### config.mk
export PLATFORM = sky130hd
export DESIGN_NAME = fir_instr_decode
export DESIGN_NICKNAME = d
export VERILOG_FILES = /design/src/rtl/fir_isa_pkg.sv /design/src/rtl/fir_ptr_gen.sv /design/src/rtl/fir_instr_decode.sv
export SDC_FILE = /design/constraint.sdc
export NUM_CORES = 1
export LEC_CHECK = 0
export ABC_AREA = 0
export CAP_MARGIN = 5
export CELL_PAD_IN_SITES_DETAIL_PLACEMENT = 1
export CELL_PAD_IN_SITES_GLOBAL_PLACEMENT = 1
export CORE_MARGIN = 3
export CORE_UTILIZATION = 25
export CTS_BUF_LIST = sky130_fd_sc_hd__clkbuf_8 sky130_fd_sc_hd__clkbuf_16
export DETAILED_ROUTE_END_ITERATION = 8
export PLACE_DENSITY = 0.7
export SLEW_MARGIN = 10
export SYNTH_ARGS = -nofsm -noshare
export SYNTH_HDL_FRONTEND = slang
export SYNTH_SLANG_ARGS = --single-unit
### constraint.sdc
create_clock -name clk -period 3.4 [get_ports clk]
set_clock_uncertainty 0.2 [all_clocks]
set_input_delay 0.34 -clock clk [delete_from_list [all_inputs] [get_ports clk]]
set_output_delay 0.34 -clock clk [all_outputs]
set_load 0.005 [all_outputs]
### src/rtl/fir_isa_pkg.sv
// FIR sequencer ISA: opcodes and instruction field positions.
// Shared by the decoder, the pointer generator and the bench.
package fir_isa_pkg;

  localparam int OP_W    = 4;
  localparam int LOOP_W  = 12;
  localparam int OP_HI   = 31;
  localparam int OP_LO   = 28;
  localparam int ITER_HI = 27;
  localparam int ITER_LO = 16;
  localparam int SIZE_HI = 11;
  localparam int SIZE_LO = 0;

  localparam logic [OP_W-1:0] OP_NOP    = 4'h0;
  localparam logic [OP_W-1:0] OP_LOOP   = 4'h1;
  localparam logic [OP_W-1:0] OP_CLRACC = 4'h2;
  localparam logic [OP_W-1:0] OP_MAC    = 4'h3;
  localparam logic [OP_W-1:0] OP_LDSAMP = 4'h4;
  localparam logic [OP_W-1:0] OP_OUT    = 4'h5;
  localparam logic [OP_W-1:0] OP_HALT   = 4'hF;

  function automatic logic [OP_W-1:0] op_of(input logic [31:0] w);
    return w[OP_HI:OP_LO];
  endfunction

endpackage

### src/rtl/fir_ptr_gen.sv
// Circular-buffer pointers for the FIR: sample write, coef and
// sample read pointers, all wrapping modulo TAPS (power of two).
module fir_ptr_gen #(
  parameter int TAPS  = 16,
  parameter int PTR_W = $clog2(TAPS)
) (
  input  logic             clk,
  input  logic             reset,
  input  logic             ld,
  input  logic             clr,
  input  logic             mac,
  output logic [PTR_W-1:0] wptr,
  output logic [PTR_W-1:0] cptr,
  output logic [PTR_W-1:0] sptr
);

  localparam logic [PTR_W-1:0] ONE = PTR_W'(1);

  always_ff @(posedge clk or posedge reset) begin
    if (reset) begin
      wptr <= '0;
      cptr <= '0;
      sptr <= '0;
    end else if (ld) begin
      wptr <= wptr + ONE;
      sptr <= wptr;
      cptr <= '0;
    end else if (clr) begin
      cptr <= '0;
      sptr <= wptr - ONE;
    end else if (mac) begin
      cptr <= cptr + ONE;
      sptr <= sptr - ONE;
    end
  end

endmodule

### src/rtl/fir_instr_decode.sv
// FIR instruction decoder / address generator (consumer of sequencer).
// Build option DECODE_TRAP_EN: illegal instructions halt the core.
module fir_instr_decode
  import fir_isa_pkg::*;
#(
  parameter int TAPS   = 16,
  parameter int ADDR_W = 16,
  localparam int PTR_W = $clog2(TAPS)
) (
  input  logic              clk,
  input  logic              reset,
  input  logic [31:0]       instr,
  input  logic [ADDR_W-1:0] instr_addr,
  output logic              loop_we,
  output logic [LOOP_W-1:0] loop_iter,
  output logic [LOOP_W-1:0] loop_size,
  output logic              samp_we,
  output logic [PTR_W-1:0]  samp_waddr,
  output logic [PTR_W-1:0]  samp_raddr,
  output logic [PTR_W-1:0]  coef_addr,
  output logic              acc_clr,
  output logic              mac_en,
  output logic              out_we,
  output logic              halted,
  output logic              err,
  output logic [ADDR_W-1:0] err_addr
);

  typedef enum logic {S_RUN, S_HALT} state_t;

  state_t          state, state_nxt;
  logic [OP_W-1:0] op;
  logic            do_ld, do_clr, do_mac, do_out;
  logic            illegal;
  logic            loop_ok;
  logic            unused_bits;
  logic [PTR_W-1:0] wptr, cptr, sptr;

  assign op          = op_of(instr);
  assign loop_iter   = instr[ITER_HI:ITER_LO];
  assign loop_size   = instr[SIZE_HI:SIZE_LO];
  assign loop_ok     = (|loop_iter) && (|loop_size);
  assign unused_bits = ^instr[15:12];
  assign halted      = (state == S_HALT);

  always_comb begin
    state_nxt = state;
    loop_we   = 1'b0;
    do_ld     = 1'b0;
    do_clr    = 1'b0;
    do_mac    = 1'b0;
    do_out    = 1'b0;
    illegal   = 1'b0;
    if (state == S_RUN) begin
      unique case (op)
        OP_NOP:    ;
        OP_LOOP: begin
          loop_we = loop_ok;
          illegal = !loop_ok;
        end
        OP_CLRACC: do_clr = 1'b1;
        OP_MAC:    do_mac = 1'b1;
        OP_LDSAMP: do_ld  = 1'b1;
        OP_OUT:    do_out = 1'b1;
        OP_HALT:   state_nxt = S_HALT;
        default:   illegal = 1'b1;
      endcase
`ifdef DECODE_TRAP_EN
      if (illegal) state_nxt = S_HALT;
`endif
    end
  end

  always_ff @(posedge clk or posedge reset) begin
    if (reset) state <= S_RUN;
    else       state <= state_nxt;
  end

  fir_ptr_gen #(.TAPS(TAPS), .PTR_W(PTR_W)) u_ptr (
    .clk   (clk),
    .reset (reset),
    .ld    (do_ld),
    .clr   (do_clr),
    .mac   (do_mac),
    .wptr  (wptr),
    .cptr  (cptr),
    .sptr  (sptr)
  );

  // Addresses only move with their strobe; otherwise they hold.
  always_ff @(posedge clk or posedge reset) begin
    if (reset) begin
      samp_we    <= 1'b0;
      acc_clr    <= 1'b0;
      mac_en     <= 1'b0;
      out_we     <= 1'b0;
      samp_waddr <= '0;
      samp_raddr <= '0;
      coef_addr  <= '0;
    end else begin
      samp_we <= do_ld;
      acc_clr <= do_clr;
      mac_en  <= do_mac;
      out_we  <= do_out;
      if (do_ld) samp_waddr <= wptr;
      if (do_mac) begin
        samp_raddr <= sptr;
        coef_addr  <= cptr;
      end
    end
  end

  always_ff @(posedge clk or posedge reset) begin
    if (reset) begin
      err      <= 1'b0;
      err_addr <= '0;
    end else if (illegal && !err) begin
      err      <= 1'b1;
      err_addr <= instr_addr;
    end
  end

endmodule

==> results.md, run 1 <==
* Primary FF master, synth: dfrtp_1
* Num CTS Buffers at 5
* Placer Congestion at 0.706
* Max Fclk at 344 MHz
* Overall Power at 1.45 mW
* Skew-Pair Late Insertion Delay at 0.30 ns
* Final nets at 420
* Cell Count, Final, Fillers Out at 504
* Per-cell routed wire length at 16.7 um
* Ys Warns at 0
* Critical path class: in -> out
* GRT Total Usage at 0.136
* Via count at 2617
* RSZ-0062 raised after global routing: no
* Largest net degree at the start of global routing at 47
* Peak VDD IR at 0.000174 V
* Worst slew pin tran at 0.994 ns
* CTS Hold Bufs at 0
* DRT iter0 DRCs at 85
* Synth area leaders: dfrtp_1, buf_4, a311oi_1
* Yosys reg bits at 46
* Synth area leader: dfrtp_1
* Final hold vios at 0
* Leak pwr at 1.48 nW
* Starting density of the core at 0.263
* GR Overflow Total at 0
* Post-route clock period utilization at 0.856
* Io pins at 109
* Number of enable flip-flop cells after synthesis at 0
* Tmin final at 2.91 ns
* Die Y at 111 um
* Syn Inst Count at 292
* Mapped Avg Cell Area at 9.49 um^2
* Clock buffer depth at 2
* Post-Place Setup Slack at ~0.37 ns
* Syn_nets at 345
* Status: finished clean
* Placed Instances at 496
* Clk slew on worst S/H paths at 0.08 ns
* Critical Path Fanout Max at 6
* Final core occ at 0.367
* Synthesized area at 2770 um^2
* Die area at ~12000 um^2
* Vias in the first global route at 2830
* Layout cells sized above 1 at 0.0815
* Drt total wl at 8.41 mm
* CP startpoint: instr[31]
* Post-synth top area share at 0.415
* Hold Path Class: reg -> reg
* TritonRoute pass-1 iters at 5
* Fin worst setup slack at 0.490 ns
* Critical path capture point type: primary output
* DP Wirelength at 6.16 mm
* Relative slew slack at 0.337
* Die X at 111 um
* Drt drc at 0
* Setup TNS after final layout at 0 ns
* Post-CTS Setup Bufs at 0
* CTS resizes at 0
* Post-route ant nets at 0
* Max-Cap Viols at 0
* Final Max Slew Viols at 0
* Via density at between 5 and 6
* First-pass GRT wire length at 14.0 mm
* P&R area growth vs syn at 39.6%
* Reg-to-Reg Start: halted
* FP Rows at 37
* Pwr Density at roughly 380 nW/um^2
* CTS tree: done
* Hold Crit Start: samp_waddr[0]
* Root Driver: clkbuf_8
* Startpoint Class: primary input
* Sequential area share after synthesis at 0.415
* I/O Buffers at 104
* Fill count at 1215
* Cell variety after synth at 39
* Final setup viols at 0
* Arrival time of the worst setup path at ~2.4 ns
* Initial antenna violation count at 0
* Core area at 10600 um^2
* Post-synth top cells: dfrtp_1, buf_4, nand2_1
* Number of H-tree levels at 2
* Worst EP required at 2.86 ns
* Antenna diodes at 0
* Count leader, synth: dfrtp_1
* Fraction of registers with async set/reset at 1.00
* CTS sink cnt at 46
## worst paths after layout
| check | endpoint | slack [ns] | cells after the start |
|---|---|---|---|
| min in group asynchronous | err_addr[7] | 0.37 | 2 |
| min reg2reg | samp_waddr[0] | 0.28 | 2 |
| max in group asynchronous | err_addr[10] | 1.99 | 2 |
| max | loop_we | 0.49 | 5 |
| min | samp_waddr[0] | 0.28 | 2 |
| max reg2reg | u_ptr.sptr[2] | 0.90 | 6 |
## power breakdown
part	internal [mW]	leakage, nW	switching (mW)
sequential	0.620	0.527	0.0835
clock	0.214	0.0607	0.191
combinational	0.215	0.894	0.130
## cells by family after synthesis
kind of cell / Yosys count / synth area share
and+or+nand+nor: 122 / 0.247
xor gates and xnor gates: 3 / 0.00948
muxes: 11 / 0.0433
adders and majority gates: 3 / 0.0135
DFF: 46 / 0.415
AOI/OAI and AO/OA: 54 / 0.152
buffers and inverters: 53 / 0.120
## area by class of cell
| cell class | count | area, um^2 | area share |
|---|---|---|---|
| clock inverter | 3 | 37.5 | 0.00970 |
| clock buffer | 5 | 68.8 | 0.0178 |
| sequential | 46 | 1150 | 0.298 |
| multi-input combinational | 193 | 1290 | 0.335 |
| inverter | 6 | 22.5 | 0.00582 |
| timing repair buffer | 115 | 1120 | 0.290 |
| tap | 136 | 170 | 0.0440 |
## flip-flops by register name, summed over array words and instances (netlist names)
name	flops
acc_clr	1
coef_addr	4
err	1
err_addr	16
halted	1
mac_en	1
out_we	1
samp_raddr	4
samp_waddr	4
samp_we	1
u_ptr.cptr	4
u_ptr.sptr	4
u_ptr.wptr	4
## layer usage
layer / part of all wire / up-vias / global-route usage
li1: - / 1213 / -
met1: 0.42 / 1317 / 0.163
met2: 0.51 / 80 / 0.245
met3: 0.059 / 7 / 0.0371
met4: 0.0074 / 0 / 0.0251
met5: 0 / - / 0
## cells in the final DEF (no fill, tap or decap), types with 4 or more instances in the layout
cell type / synthesis / routed
mux2_2: 8 / 8
a21oi_1: 9 / 8
clkdlybuf4s50_1: 0 / 104
nor3_1: 18 / 18
buf_4: 24 / 11
nand2_1: 24 / 24
nor2_1: 5 / 4
nand3_1: 4 / 4
and2_1: 17 / 17
nand2b_1: 18 / 18
nor4_1: 7 / 7
nand4_1: 17 / 17
o311ai_1: 16 / 16
clkbuf_8: 0 / 5
inv_1: 5 / 6
a311oi_1: 16 / 16
dfrtp_1: 46 / 46
## metrics by stage
step,cell area [um^2],hold WS [ns]
detailed placement,3760,0.268
floorplan,2770,0.268
global placement,3760,0.268
finish,3870,0.281
global route,3870,0.316
CTS,3870,0.289
## critical path, stage by stage
cell	delay [ns]
clkdlybuf4s50_1	0.54
or4b_1	0.59
nand2b_1	0.22
nor3_1	0.14
clkdlybuf4s50_1	0.54
Note: power is estimated with default switching activity, not from simulation.
==> run 2, diff against run 1 <==
- REMOVE_ABC_BUFFERS: unset -> 1
- SKIP_LAST_GASP: unset -> 1
==> results.md, run 2 (synthesis gave the netlist of run 1 again) <==
* Status: finished clean (unchanged)
* DP Wirelength at 5.85 mm (was 6.16 mm)
* Initial antenna violation count at 0 (unchanged)
* Sw Ratio at 0.286 (was 0.278)
* Via density at 5.20 (was 5.19)
* Overall Power at 1.48 mW (was 1.45 mW)
* Reg area at 1150 um^2 (unchanged)
* Tmin final at 2.93 ns (was 2.91 ns)
* Core area at 10600 um^2 (unchanged)
* Hold Path Class: reg -> reg (unchanged)
* Fin worst setup slack at 0.466 ns (was 0.490 ns)
* Area of the multi-input gates at 1290 um^2 (about the same)
* Number of H-tree levels at 2 (unchanged)
* TritonRoute pass-1 iters at 4 (was 5)
* Max reg flops at 16 (unchanged)
* CTS tree: done (unchanged)
* RSZ-0062 raised after global routing: no (unchanged)
* Max Fclk at 341 MHz (was 344 MHz)
* Starting density of the core at 0.263 (unchanged)
* P&R area growth vs syn at 39.3% (was 39.6%)
* Setup TNS after final layout at 0 ns (unchanged)
* I/O Buffers at 104 (unchanged)
* FP Rows at 37 (unchanged)
* Reg power frac at 0.476 (was 0.484)
* Drt drc at 0 (unchanged)
* Pwr Density at 383 nW/um^2 (was 376 nW/um^2)
* Final Max Slew Viols at 0 (unchanged)
* Layout cells sized above 1 at 0.0790 (was 0.0815)
* Num CTS Buffers at 5 (unchanged)
* Antenna diodes at 0 (unchanged)
* Arrival time of the worst setup path at 2.39 ns (was 2.37 ns)
* Leak pwr at 1.47 nW (was 1.48 nW)
* CTS sink cnt at 46 (unchanged)
* CTS resizes at 0 (unchanged)
* Clock buffer depth at 2 (unchanged)
* Final hold vios at 0 (unchanged)
* Buffer and inverter count on the worst path at 2 (unchanged)
* CTS Hold Bufs at 0 (unchanged)
* Per-cell routed wire length at 16.8 um (was 16.7 um)
* Comb pwr share at 0.235 (was 0.237)
* GR Overflow Total at 0 (unchanged)
* Switch Pwr at 0.423 mW (was 0.405 mW)
* Placer Congestion at 0.690 (was 0.706)
* Die area at 12400 um^2 (unchanged)
* Io pins at 109 (unchanged)
* Clk slew on worst S/H paths at 0.09 ns (was 0.08 ns)
* Via count at 2618 (was 2617)
* Critical path capture point type: primary output (unchanged)
* Root Driver: clkbuf_8 (unchanged)
* Critical path class: in -> out (unchanged)
* Die Y at 111 um (unchanged)
* Relative slew slack at 0.338 (was 0.337)
* Peak VDD IR at 0.000205 V (was 0.000174 V)
* Drt total wl at 8.45 mm (was 8.41 mm)
* First-pass GRT wire length at 13.7 mm (was 14.0 mm)
* Worst slew pin tran at 0.991 ns (was 0.994 ns)
* Crit path top cell by count: clkdlybuf4s50_1 (unchanged)
* Placed Instances at 495 (was 496)
* Post-route clock period utilization at 0.863 (was 0.856)
* Fill count at 1233 (was 1215)
* Startpoint Class: primary input (unchanged)
* Vias in the first global route at 2689 (was 2830)
* Biggest register: err_addr (unchanged)
* Largest stage delay, worst path at 0.57 ns (was 0.59 ns)
* Post-route ant nets at 0 (unchanged)
* DRT iter0 DRCs at 96 (was 85)
* Die X at 111 um (unchanged)
* Int Power at 1.05 mW (about the same)
* Most common cell after layout, fill and taps aside: clkdlybuf4s50_1 (unchanged)
* Post-CTS Setup Bufs at 0 (unchanged)
* Cell Count, Final, Fillers Out at 503 (was 504)
* Final nets at 419 (was 420)
* Post-Place Setup Slack at 0.434 ns (was 0.368 ns)
* GRT Total Usage at 0.133 (was 0.136)
* Final setup viols at 0 (unchanged)
* Most frequent cells in the layout: clkdlybuf4s50_1, dfrtp_1, nand2_1 (unchanged)
* Critical-path cell list: clkdlybuf4s50_1, or4b_1, nand2b_1, nor3_1, clkdlybuf4s50_1 (unchanged)
* Critical path's slowest cell: or4b_1 (unchanged)
* Largest net degree at the start of global routing at 47 (unchanged)
* Max-Cap Viols at 0 (unchanged)
* Critical Path Fanout Max at 6 (unchanged)
* Dominant delay contributor by cell family on the critical path: buffers and inverters (unchanged)
* Skew-Pair Late Insertion Delay at 0.31 ns (was 0.30 ns)
* Clock network power share at 0.289 (was 0.279)
* Worst EP required at 2.86 ns (about the same)
==> run 2: cell types whose count changed in the layout (fill, tap and decap cells not counted), sizes merged <==
cell    previous run  this run
buf               11        10
clkinv             0         1
inv                8         7
==> run 2: tightest hold or removal path, delay by kind of cell, from the launching register on <==
| kind | cells | cell delay (ns) |
|---|---|---|
| DFF | 1 | 0.35 |
| and+or+nand+nor | 2 | 0.10 |
==> run 2: layout make-up <==
type,count,area share
inverters,6,0.00583
repair buffers,114,0.289
clock buffers,5,0.0178
well taps,136,0.0441
flip-flops and latches,46,0.298
multi-input cells,193,0.334
clock inverters,3,0.0113
==> run 2: per-layer routing <==
layer  up-vias  track usage  share of wire
li1       1218            -              -
met5         -            0              0
met2       101        0.221           0.46
met4         0       0.0243         0.0069
met1      1292        0.169           0.44
met3         7       0.0491          0.090
==> run 2: through the flow <==
stage	cell area [um^2]	utilization	hold WS (ns)
floorplan	2460	-	0.252
global placement	3750	0.355	0.262
detailed placement	3750	0.355	0.264
CTS	3860	0.366	0.286
global route	3860	0.366	0.326
finish	3860	0.366	0.277
==> run 2: power groups by stage <==
stage,Sequential [mW],Combinational (mW),Clock [mW]
after global placement,0.710,0.335,0
after CTS,0.702,0.351,0.438
final,0.703,0.347,0.428
after floorplan,0.691,0.148,0
after global routing,0.719,0.385,0.460
after detailed placement,0.713,0.350,0
==> run 2: final timing paths <==
kind,cells after the start,slack [ns],startpoint,endpoint
worst max register to register,6,0.89,halted,u_ptr.sptr[2]
worst min-delay path,2,0.28,samp_waddr[2],samp_waddr[2]
max in group asynchronous,2,2.01,reset,u_ptr.sptr[2]
worst max-delay path,5,0.47,instr[31],loop_we
worst min register to register,2,0.28,samp_waddr[2],samp_waddr[2]
min in group asynchronous,2,0.38,reset,u_ptr.cptr[2]
